--- src/rtl/audio_ram_arbiter.sv ---
// rtl/audio_ram_arbiter.sv - Record/playback arbiter between audio sample streams and a word-addressed RAM
// Define AUDIO_ARB_WRAP_EN to wrap the address at max_addr instead of stopping there.
`timescale 1ns/1ps
module audio_ram_arbiter #(
  parameter int ADDR_W = 26,
  parameter int DATA_W = 16
) (
  input  logic              clk,
  input  logic              reset,
  input  logic [1:0]        mode,
  input  logic [ADDR_W-1:0] max_addr,
  input  logic              rec_valid,
  input  logic [DATA_W-1:0] rec_data,
  output logic              rec_ready,
  input  logic              play_req,
  output logic [DATA_W-1:0] play_data,
  output logic              play_valid,
  input  logic              ram_rdy,
  output logic [ADDR_W-1:0] ram_addr,
  output logic [DATA_W-1:0] ram_wdata,
  output logic              ram_we,
  output logic              ram_rd_req,
  input  logic              ram_rd_pres,
  input  logic [DATA_W-1:0] ram_rdata,
  output logic              ram_rd_ack,
  output logic              busy,
  output logic              end_flag
);

  typedef enum logic [2:0] {IDLE, WRITE, RD_REQ, RD_WAIT, RD_ACK} state_t;

  localparam logic [1:0] MODE_CLEAR = 2'b00;
  localparam logic [1:0] MODE_PLAY  = 2'b01;
  localparam logic [1:0] MODE_REC   = 2'b10;

  state_t            state_q, state_d;
  logic [ADDR_W-1:0] addr_q, addr_d;
  logic [ADDR_W-1:0] ram_addr_q, ram_addr_d;
  logic [DATA_W-1:0] wdata_q, wdata_d;
  logic [DATA_W-1:0] play_data_q, play_data_d;
  logic              pending_q, pending_d;
  logic              end_flag_q, end_flag_d;
  logic              we_q, we_d;
  logic              rd_req_q, rd_req_d;
  logic              rd_ack_q, rd_ack_d;
  logic              rec_ready_q, rec_ready_d;
  logic              play_valid_q, play_valid_d;
  logic              do_inc;
  logic              blocked;

`ifdef AUDIO_ARB_WRAP_EN
  assign blocked = 1'b0;
`else
  // Once the last word has been used, nothing new starts until a clear.
  assign blocked = end_flag_q;
`endif

  always_comb begin
    state_d      = state_q;
    addr_d       = addr_q;
    ram_addr_d   = addr_q;
    wdata_d      = wdata_q;
    play_data_d  = play_data_q;
    pending_d    = pending_q;
`ifdef AUDIO_ARB_WRAP_EN
    end_flag_d   = 1'b0;
`else
    end_flag_d   = end_flag_q;
`endif
    we_d         = 1'b0;
    rd_req_d     = 1'b0;
    rd_ack_d     = 1'b0;
    rec_ready_d  = 1'b0;
    play_valid_d = 1'b0;
    do_inc       = 1'b0;

    // pending_q stays set for the whole read, so requests during a read drop here
    if (play_req && ram_rdy && !pending_q) begin
      pending_d = 1'b1;
    end

    case (state_q)
      IDLE: begin
        if (mode == MODE_CLEAR) begin
          addr_d     = '0;
          pending_d  = 1'b0;
          end_flag_d = 1'b0;
        end else if (ram_rdy && !blocked) begin
          if (mode == MODE_REC && rec_valid) begin
            rec_ready_d = 1'b1;
            wdata_d     = rec_data;
            state_d     = WRITE;
          end else if (mode == MODE_PLAY && pending_q) begin
            rd_req_d = 1'b1;
            state_d  = RD_REQ;
          end
        end
      end
      WRITE: begin
        we_d    = 1'b1;
        do_inc  = 1'b1;
        state_d = IDLE;
      end
      RD_REQ: begin
        rd_req_d = 1'b1;
        state_d  = RD_WAIT;
      end
      RD_WAIT: begin
        if (ram_rd_pres) begin
          play_data_d  = ram_rdata;
          rd_ack_d     = 1'b1;
          play_valid_d = 1'b1;
          state_d      = RD_ACK;
        end else begin
          rd_req_d = 1'b1;
        end
      end
      RD_ACK: begin
        do_inc    = 1'b1;
        pending_d = 1'b0;
        state_d   = IDLE;
      end
      default: state_d = IDLE;
    endcase

    if (do_inc) begin
      if (addr_q == max_addr) begin
`ifdef AUDIO_ARB_WRAP_EN
        addr_d     = '0;
        end_flag_d = 1'b1;
`else
        end_flag_d = 1'b1;
`endif
      end else begin
        addr_d = addr_q + ADDR_W'(1);
      end
    end
  end

  always_ff @(posedge clk or negedge reset) begin
    if (!reset) begin
      state_q      <= IDLE;
      addr_q       <= '0;
      ram_addr_q   <= '0;
      wdata_q      <= '0;
      play_data_q  <= '0;
      pending_q    <= 1'b0;
      end_flag_q   <= 1'b0;
      we_q         <= 1'b0;
      rd_req_q     <= 1'b0;
      rd_ack_q     <= 1'b0;
      rec_ready_q  <= 1'b0;
      play_valid_q <= 1'b0;
    end else begin
      state_q      <= state_d;
      addr_q       <= addr_d;
      ram_addr_q   <= ram_addr_d;
      wdata_q      <= wdata_d;
      play_data_q  <= play_data_d;
      pending_q    <= pending_d;
      end_flag_q   <= end_flag_d;
      we_q         <= we_d;
      rd_req_q     <= rd_req_d;
      rd_ack_q     <= rd_ack_d;
      rec_ready_q  <= rec_ready_d;
      play_valid_q <= play_valid_d;
    end
  end

  assign ram_addr   = ram_addr_q;
  assign ram_wdata  = wdata_q;
  assign play_data  = play_data_q;
  assign ram_we     = we_q;
  assign ram_rd_req = rd_req_q;
  assign ram_rd_ack = rd_ack_q;
  assign rec_ready  = rec_ready_q;
  assign play_valid = play_valid_q;
  assign end_flag   = end_flag_q;
  assign busy       = (state_q != IDLE);

endmodule

--- config.mk ---
export PLATFORM = sky130hd
export DESIGN_NAME = audio_ram_arbiter
export DESIGN_NICKNAME = d
export VERILOG_FILES = /design/src/rtl/audio_ram_arbiter.sv
export SDC_FILE = /design/constraint.sdc
export NUM_CORES = 1
export LEC_CHECK = 0
export ABC_AREA = 1
export ABC_CLOCK_PERIOD_IN_PS = 4700
export CORE_MARGIN = 2
export CORE_UTILIZATION = 30
export CTS_CLUSTER_DIAMETER = 30
export DETAILED_ROUTE_END_ITERATION = 6
export PLACE_DENSITY_LB_ADDON = 0.2
export SKIP_LAST_GASP = 1
export SLEW_MARGIN = 30
export SYNTH_ARGS = -nofsm -noshare
export SYNTH_HDL_FRONTEND = slang
export SYNTH_SLANG_ARGS = --single-unit
export TNS_END_PERCENT = 1
--- constraint.sdc ---
create_clock -name clk -period 4.7 [get_ports clk]
set_input_delay 0.705 -clock clk [delete_from_list [all_inputs] [get_ports clk]]
set_output_delay 0.705 -clock clk [all_outputs]
set_load 0.005 [all_outputs]
==> flow_metrics.env, run 1 <==
export IMPL_tritoncts="built"
export IMPL_postSynthRegisterBits=93
export IMPL_worst_slew_margin_rel_pct=48.3
export IMPL_antennaDiodeCount=0
export IMPL_finalWirelength_um=12500
export IMPL_number_of_clock_buffers_inserted_by_tritoncts=9
export IMPL_grt_setup_unrepaired="no"
export IMPL_final_instance_count_excl_fill=937
export IMPL_seq_area_frac_synth_pct=49.7
export IMPL_gp_congestion=0.881
export IMPL_synth_largest_area_cell="sky130_fd_sc_hd__dfrtp_1"
export IMPL_synth_top_family_by_area="simple AND/OR/NAND/NOR gates"
export IMPL_clock_root_buffer="sky130_fd_sc_hd__clkbuf_16"
export IMPL_drt_pass1_iterations=4
export IMPL_synthArstFlopShare_pct=100
export IMPL_cts_buffer_depth=2
export IMPL_status="complete, no violations"
export IMPL_synth_fa_ha_area_share_pct=0.267
export IMPL_grt_pass1_vias=4180
export IMPL_final_core_utilization_pct=42.1
export IMPL_finalMaxSlewViolations=0
export IMPL_crit_path_cell_trace="clkdlybuf4s50_1 -> nand2_1 -> nand2_1 -> nand2_1 -> inv_1 -> nand2_1 -> nor2_1 -> nand3_4 -> nand2_4 -> nand3_1 -> nand2_1"
export IMPL_worst_path_most_repeated_cell="sky130_fd_sc_hd__nand2_1"
export IMPL_finalCritPeriodShare_pct=54.9
export IMPL_detailroute_via_count=4221
export IMPL_synthesis_area_per_instance_um2=7.58
export IMPL_wl_per_cell_um=13.3
export IMPL_max_stage_delay_ns=0.49
export IMPL_most_used_standard_cell_by_instance_count_after_synthesis="sky130_fd_sc_hd__nand2_1"
export IMPL_initial_core_util_pct=30.8
export IMPL_placeableCoreArea_um2=15200
export IMPL_filler_cell_count=1562
export IMPL_worst_path_max_delay_cell="sky130_fd_sc_hd__clkdlybuf4s50_1"
export IMPL_design_final_nets=813
export IMPL_synth_mux_area_share_pct=0
export IMPL_synthesis_to_finish_area_growth_pct=36.7
export IMPL_synth_top_cells_by_count="sky130_fd_sc_hd__nand2_1, sky130_fd_sc_hd__dfrtp_1, sky130_fd_sc_hd__nor2_1"
export IMPL_globalRouteOverflowTotal=0
export IMPL_hold_worst_slack_ns=0.431
export IMPL_clkLatencyLatePin_ns=0.35
export IMPL_comb_power_share_pct=31.8
export IMPL_power_share_switching_pct=31.3
export IMPL_rows=45
export IMPL_final_hold_violation_count=0
export IMPL_dp_final_hpwl_um=9200
export IMPL_detailedPlace_worstSlack_ns=1.80
export IMPL_worst_ep_arrival_time_ns=2.87
export IMPL_global_route_usage_total_pct=15.8
export IMPL_die_height_um=129
export IMPL_synth_warnings=0
export IMPL_total_power_mw=2.54
export IMPL_grt_antenna_before_repair=0
export IMPL_worst_setup_path_type="input pin to flop"
export IMPL_grt_first_pass_wirelength_um=20600
export IMPL_layout_min_cycle_time_ns=2.58
export IMPL_post_cts_buffers=0
export IMPL_route_antenna_remaining_nets=0
export IMPL_postLayoutCellArea_um2=6400
export IMPL_drive_gt1_share_pct=4.94
export IMPL_power_frac_seq_pct=42.4
export IMPL_cp_max_fo=33
export IMPL_synthXorXnorAreaFrac_pct=4.68
export IMPL_worst_setup_hold_path_clk_slew_ns=0.06
export IMPL_grt_max_degree=61
export IMPL_synth_fp_nets=685
export IMPL_setup_tns_final_ns=0
export IMPL_netlist_top_cells_area="sky130_fd_sc_hd__dfrtp_1, sky130_fd_sc_hd__nand2_1, sky130_fd_sc_hd__nand3_1"
export IMPL_die_boundary_width_um=129
export IMPL_post_cts_resize_count=0
export IMPL_die_area_um2=16600
export IMPL_netlist_cell_type_count=30
export IMPL_static_leakage_nw=3.15
export IMPL_max_clock_freq_ghz=0.387
export IMPL_cp_data_required_time_ns=4.99
export IMPL_hold_buffers=0
export IMPL_maxCapViolCount=0
export IMPL_post_place_cells=923
export IMPL_power_net_switching_mw=0.796
export IMPL_finalSetupViolations=0
export IMPL_finClkSkew_ns=0.00526
export IMPL_end_kind="flop"
export IMPL_first_iter_violations=261
export IMPL_power_clock_fraction_pct=25.8
export IMPL_buffer_ports_inserted=130
export IMPL_detailed_place_area_um2=6140
export IMPL_detail_route_drc_violations=0
export IMPL_ctsHtreeMaxLevel=3
export IMPL_vias_per_cell=4.50
export IMPL_dominantRegCellSynth="sky130_fd_sc_hd__dfrtp_1"
export IMPL_final_setup_worst_slack_ns=2.12
export IMPL_setup_worst_path_start_class="input pin"
export IMPL_cts_sink_count=93
export IMPL_worstHoldPathType="input pin to asynchronous set/reset pin"
export IMPL_synthCells=618
export IMPL_worst_slew_pin_slew_ns=0.776
export IMPL_synth_top_cell_area_share_pct=49.7
export IMPL_num_io_pins=131
export IMPL_synth_area_in_compound_gates_pct=1.79
export IMPL_vdd_ir_drop_max_mv=0.187
export IMPL_synth_enable_flop_cells=0
export IMPL_synthSimpleGateAreaFrac_pct=36.2
export IMPL_cellInternalPower_mw=1.74
export IMPL_syn_area_um2=4680
export IMPL_power_density_cell_area_nw_per_um2=397
-- power groups by stage --
| stage | logic (mW) | clock network [mW] | registers [mW] |
|---|---|---|---|
| 3_5_place_dp | 0.820 | 0 | 1.09 |
| 5_1_grt | 0.897 | 0.713 | 1.10 |
| 4_1_cts | 0.821 | 0.678 | 1.08 |
| 2_1_floorplan | 0.345 | 0 | 1.09 |
| 3_3_place_gp | 0.805 | 0 | 1.08 |
| 6_report | 0.807 | 0.656 | 1.08 |
-- kinds of logic after synthesis --
logic type / after synthesis
adders and majority gates: 1
xor gates and xnor gates: 25
DFF: 93
and+or+nand+nor: 402
buffers and inverters: 81
AOI/OAI and AO/OA: 16
-- cell type report --
type                            count  area [um^2]  share of cell area (%)
Sequential cell                    93         2330                    36.4
Clock buffer                       10          229                    3.58
Timing Repair Buffer              134         1330                    20.8
Tap cell                          188          235                    3.68
Inverter                           64          240                    3.75
Clock inverter                      4         27.5                   0.430
Multi-Input combinational cell    444         2010                    31.4
-- routing by layer --
| metal | track usage [%] | share of wire (%) | vias up |
|---|---|---|---|
| met1 | 20.7 | 45 | 1958 |
| li1 | - | - | 2146 |
| met4 | 6.39 | 2.0 | 0 |
| met3 | 2.66 | 4.6 | 16 |
| met5 | 0 | 0 | - |
| met2 | 26.2 | 48 | 101 |
-- registers in the layout, indices dropped and copies added, names as in the netlist, 3 cells and up --
name and flops:
state_q 3, ram_wdata 16, play_data 16, ram_addr 26
addr_q 26
-- layout by cell type (no fill, tap or decap), drive strengths merged --
cell type	count
ha	1
xor2	20
inv	63
nand3b	1
dfrtp	93
a21oi	8
and2	1
and3	1
nand2	262
o22ai	1
o21ai	6
o211ai	1
clkbuf	10
nand4	3
clkinvlp	3
clkinv	2
buf	5
xnor2	5
nor2	66
nand3	55
clkdlybuf4s50	129
nor3	13
-- critical path: cells and delay by family --
family                 cells  cell delay, ns
buffers and inverters      2            0.57
AND/OR/NAND/NOR            9            1.59
-- final timing paths --
path / start / end / cells after the start / slack, ns
min in group clk: state_q[2]$_DFFE_PN0P_ / ram_we$_DFF_PN0_ / 1 / 0.43
worst max register to register: addr_q[13]$_DFF_PN0_ / addr_q[25]$_DFF_PN0_ / 10 / 2.36
worst max-delay path: max_addr[12] / addr_q[25]$_DFF_PN0_ / 11 / 2.12
max in group asynchronous: reset / addr_q[14]$_DFF_PN0_ / 2 / 3.32
worst min register to register: state_q[2]$_DFFE_PN0P_ / ram_we$_DFF_PN0_ / 1 / 0.43
worst min-delay path: reset / play_data[0]$_DFFE_PN0P_ / 1 / 0.43
Power figures use the tool's default switching activity.
==> inputs of run 2 (changes only) <==
Settings changed: ABC_CLOCK_PERIOD_IN_PS 4700 to 2600.
Clock period 4.7 ns to 2.6 ns, I/O delays scaled along.
==> flow_metrics.env, run 2 (synthesis results as in run 1) <==
export IMPL_most_common_cell_after_layout_fill_and_taps_aside="sky130_fd_sc_hd__nand2_1"
export IMPL_worst_setup_hold_path_clk_slew_ns=0.07
export IMPL_worstHoldPathType="input pin to asynchronous set/reset pin"
export IMPL_wl_per_cell_um=13.6
export IMPL_layout_min_cycle_time_ns=2.05
export IMPL_vias_per_cell=4.49
export IMPL_buffer_ports_inserted=130
export IMPL_clkLatencyLatePin_ns=0.35
export IMPL_antennaDiodeCount=0
export IMPL_detailroute_via_count=4247
export IMPL_number_of_clock_buffers_inserted_by_tritoncts=9
export IMPL_first_iter_violations=187
export IMPL_route_antenna_remaining_nets=0
export IMPL_finalWirelength_um=12800
export IMPL_global_route_usage_total_pct=15.9
export IMPL_rows=45
export IMPL_detail_route_drc_violations=0
export IMPL_worst_slew_margin_rel_pct=58.4
export IMPL_design_final_nets=819
export IMPL_die_height_um=129
export IMPL_grt_pass1_vias=4142
export IMPL_crit_path_cell_trace="clkdlybuf4s50_1 -> xor2_1 -> nor2_1 -> nand2_1 -> nor2_1 -> nand3_4 -> buf_12 -> nand2_1 -> nand2_1 -> nand2_1 -> nand2_1"
export IMPL_status="complete, no violations"
export IMPL_ctsHtreeMaxLevel=3
export IMPL_vdd_ir_drop_max_mv=0.394
export IMPL_finClkSkew_ns=0.00699
export IMPL_hold_buffers=0
export IMPL_dp_final_hpwl_um=9490
export IMPL_filler_cell_count=1519
export IMPL_total_power_mw=4.98
export IMPL_die_boundary_width_um=129
export IMPL_post_cts_resize_count=0
export IMPL_synthesis_to_finish_area_growth_pct=40.5
export IMPL_finalCritPeriodShare_pct=78.9
export IMPL_layout_cells_most_common_list="sky130_fd_sc_hd__nand2_1, sky130_fd_sc_hd__clkdlybuf4s50_1, sky130_fd_sc_hd__dfrtp_1"
export IMPL_gp_congestion=0.870
export IMPL_worst_setup_path_type="input pin to flop"
export IMPL_finalSetupViolations=0
export IMPL_worst_ep_arrival_time_ns=2.30
export IMPL_final_hold_violation_count=0
export IMPL_worst_path_most_repeated_cell="sky130_fd_sc_hd__nand2_1"
export IMPL_grt_first_pass_wirelength_um=20600
export IMPL_static_leakage_nw=3.25
export IMPL_max_clock_freq_ghz=0.487
export IMPL_end_kind="flop"
export IMPL_maxCapViolCount=0
export IMPL_max_stage_delay_ns=0.46
export IMPL_finalMaxSlewViolations=0
export IMPL_num_io_pins=131
export IMPL_worst_slew_pin_slew_ns=0.625
export IMPL_worst_path_max_delay_cell="sky130_fd_sc_hd__clkdlybuf4s50_1"
export IMPL_initial_core_util_pct=30.8
export IMPL_clock_root_buffer="sky130_fd_sc_hd__clkbuf_16"
export IMPL_cp_max_fo=14
export IMPL_grt_max_degree=49
export IMPL_globalRouteOverflowTotal=0
export IMPL_post_cts_buffers=0
export IMPL_power_density_cell_area_nw_per_um2=756
export IMPL_cts_sink_count=93
export IMPL_setup_worst_path_start_class="input pin"
export IMPL_drive_gt1_share_pct=6.08
export IMPL_die_area_um2=16600
export IMPL_placeableCoreArea_um2=15200
export IMPL_setup_tns_final_ns=0
export IMPL_grt_setup_unrepaired="no"
export IMPL_grt_antenna_before_repair=0
export IMPL_drt_pass1_iterations=5
export IMPL_tritoncts="built"
export IMPL_cts_buffer_depth=2
export IMPL_cp_data_required_time_ns=2.84
==> run 2: routing by layer <==
| layer | global-route usage (%) | share of wire, % | vias up |
|---|---|---|---|
| li1 | - | - | 2160 |
| met1 | 20.8 | 44 | 1974 |
| met2 | 26.8 | 48 | 99 |
| met3 | 2.66 | 5.4 | 14 |
| met4 | 5.69 | 1.8 | 0 |
| met5 | 0 | 0 | - |
==> run 2: worst paths after layout <==
path | startpoint | endpoint | slack [ns] | cells past startpoint
worst max-delay path | max_addr[5] | addr_q[5]$_DFF_PN0_ | 0.55 | 11
worst min-delay path | reset | play_data[0]$_DFFE_PN0P_ | 0.06 | 1
worst max register to register | addr_q[1]$_DFF_PN0_ | addr_q[20]$_DFF_PN0_ | 0.55 | 10
worst min register to register | state_q[2]$_DFFE_PN0P_ | ram_we$_DFF_PN0_ | 0.43 | 1
max in group asynchronous | reset | ram_addr[4]$_DFF_PN0_ | 1.85 | 2
min in group clk | state_q[2]$_DFFE_PN0P_ | ram_we$_DFF_PN0_ | 0.43 | 1
==> run 2: final cells by class <==
| cell class | instances | area [um^2] | area share [%] |
|---|---|---|---|
| clock buffer | 9 | 225 | 3.42 |
| clock inverter | 7 | 128 | 1.94 |
| inverter | 64 | 240 | 3.65 |
| multi-input combinational | 444 | 2010 | 30.6 |
| sequential | 93 | 2330 | 35.4 |
| tap | 188 | 235 | 3.58 |
| timing repair buffer | 140 | 1410 | 21.5 |
==> run 2: stage by stage <==
step / instances / utilization, % / setup slack (ns) / instance area, um^2 / hold WS (ns)
2_1_floorplan: 618 / - / 0.996 / 4680 / 0.0944
3_3_place_gp: 929 / 41.0 / 0.257 / 6230 / 0.427
3_5_place_dp: 929 / 41.0 / 0.208 / 6230 / 0.427
5_1_grt: 945 / 43.3 / 0.297 / 6580 / 0.108
6_report: 945 / 43.3 / 0.548 / 6580 / 0.0563
4_1_cts: 945 / 43.3 / 0.536 / 6580 / 0.0760
==> run 2: where the power goes <==
group	switching [mW]	total (mW)	internal [mW]	leakage (nW)
registers	0.182	1.93	1.75	1.26
logic	0.708	1.48	0.769	1.82
clock network	0.609	1.57	0.958	0.173
==> run 2: worst max-delay path: cells and delay by family <==
kind                   cells  cell delay (ns)
XOR/XNOR                   1             0.18
buffers and inverters      2             0.69
AND/OR/NAND/NOR            8             1.03
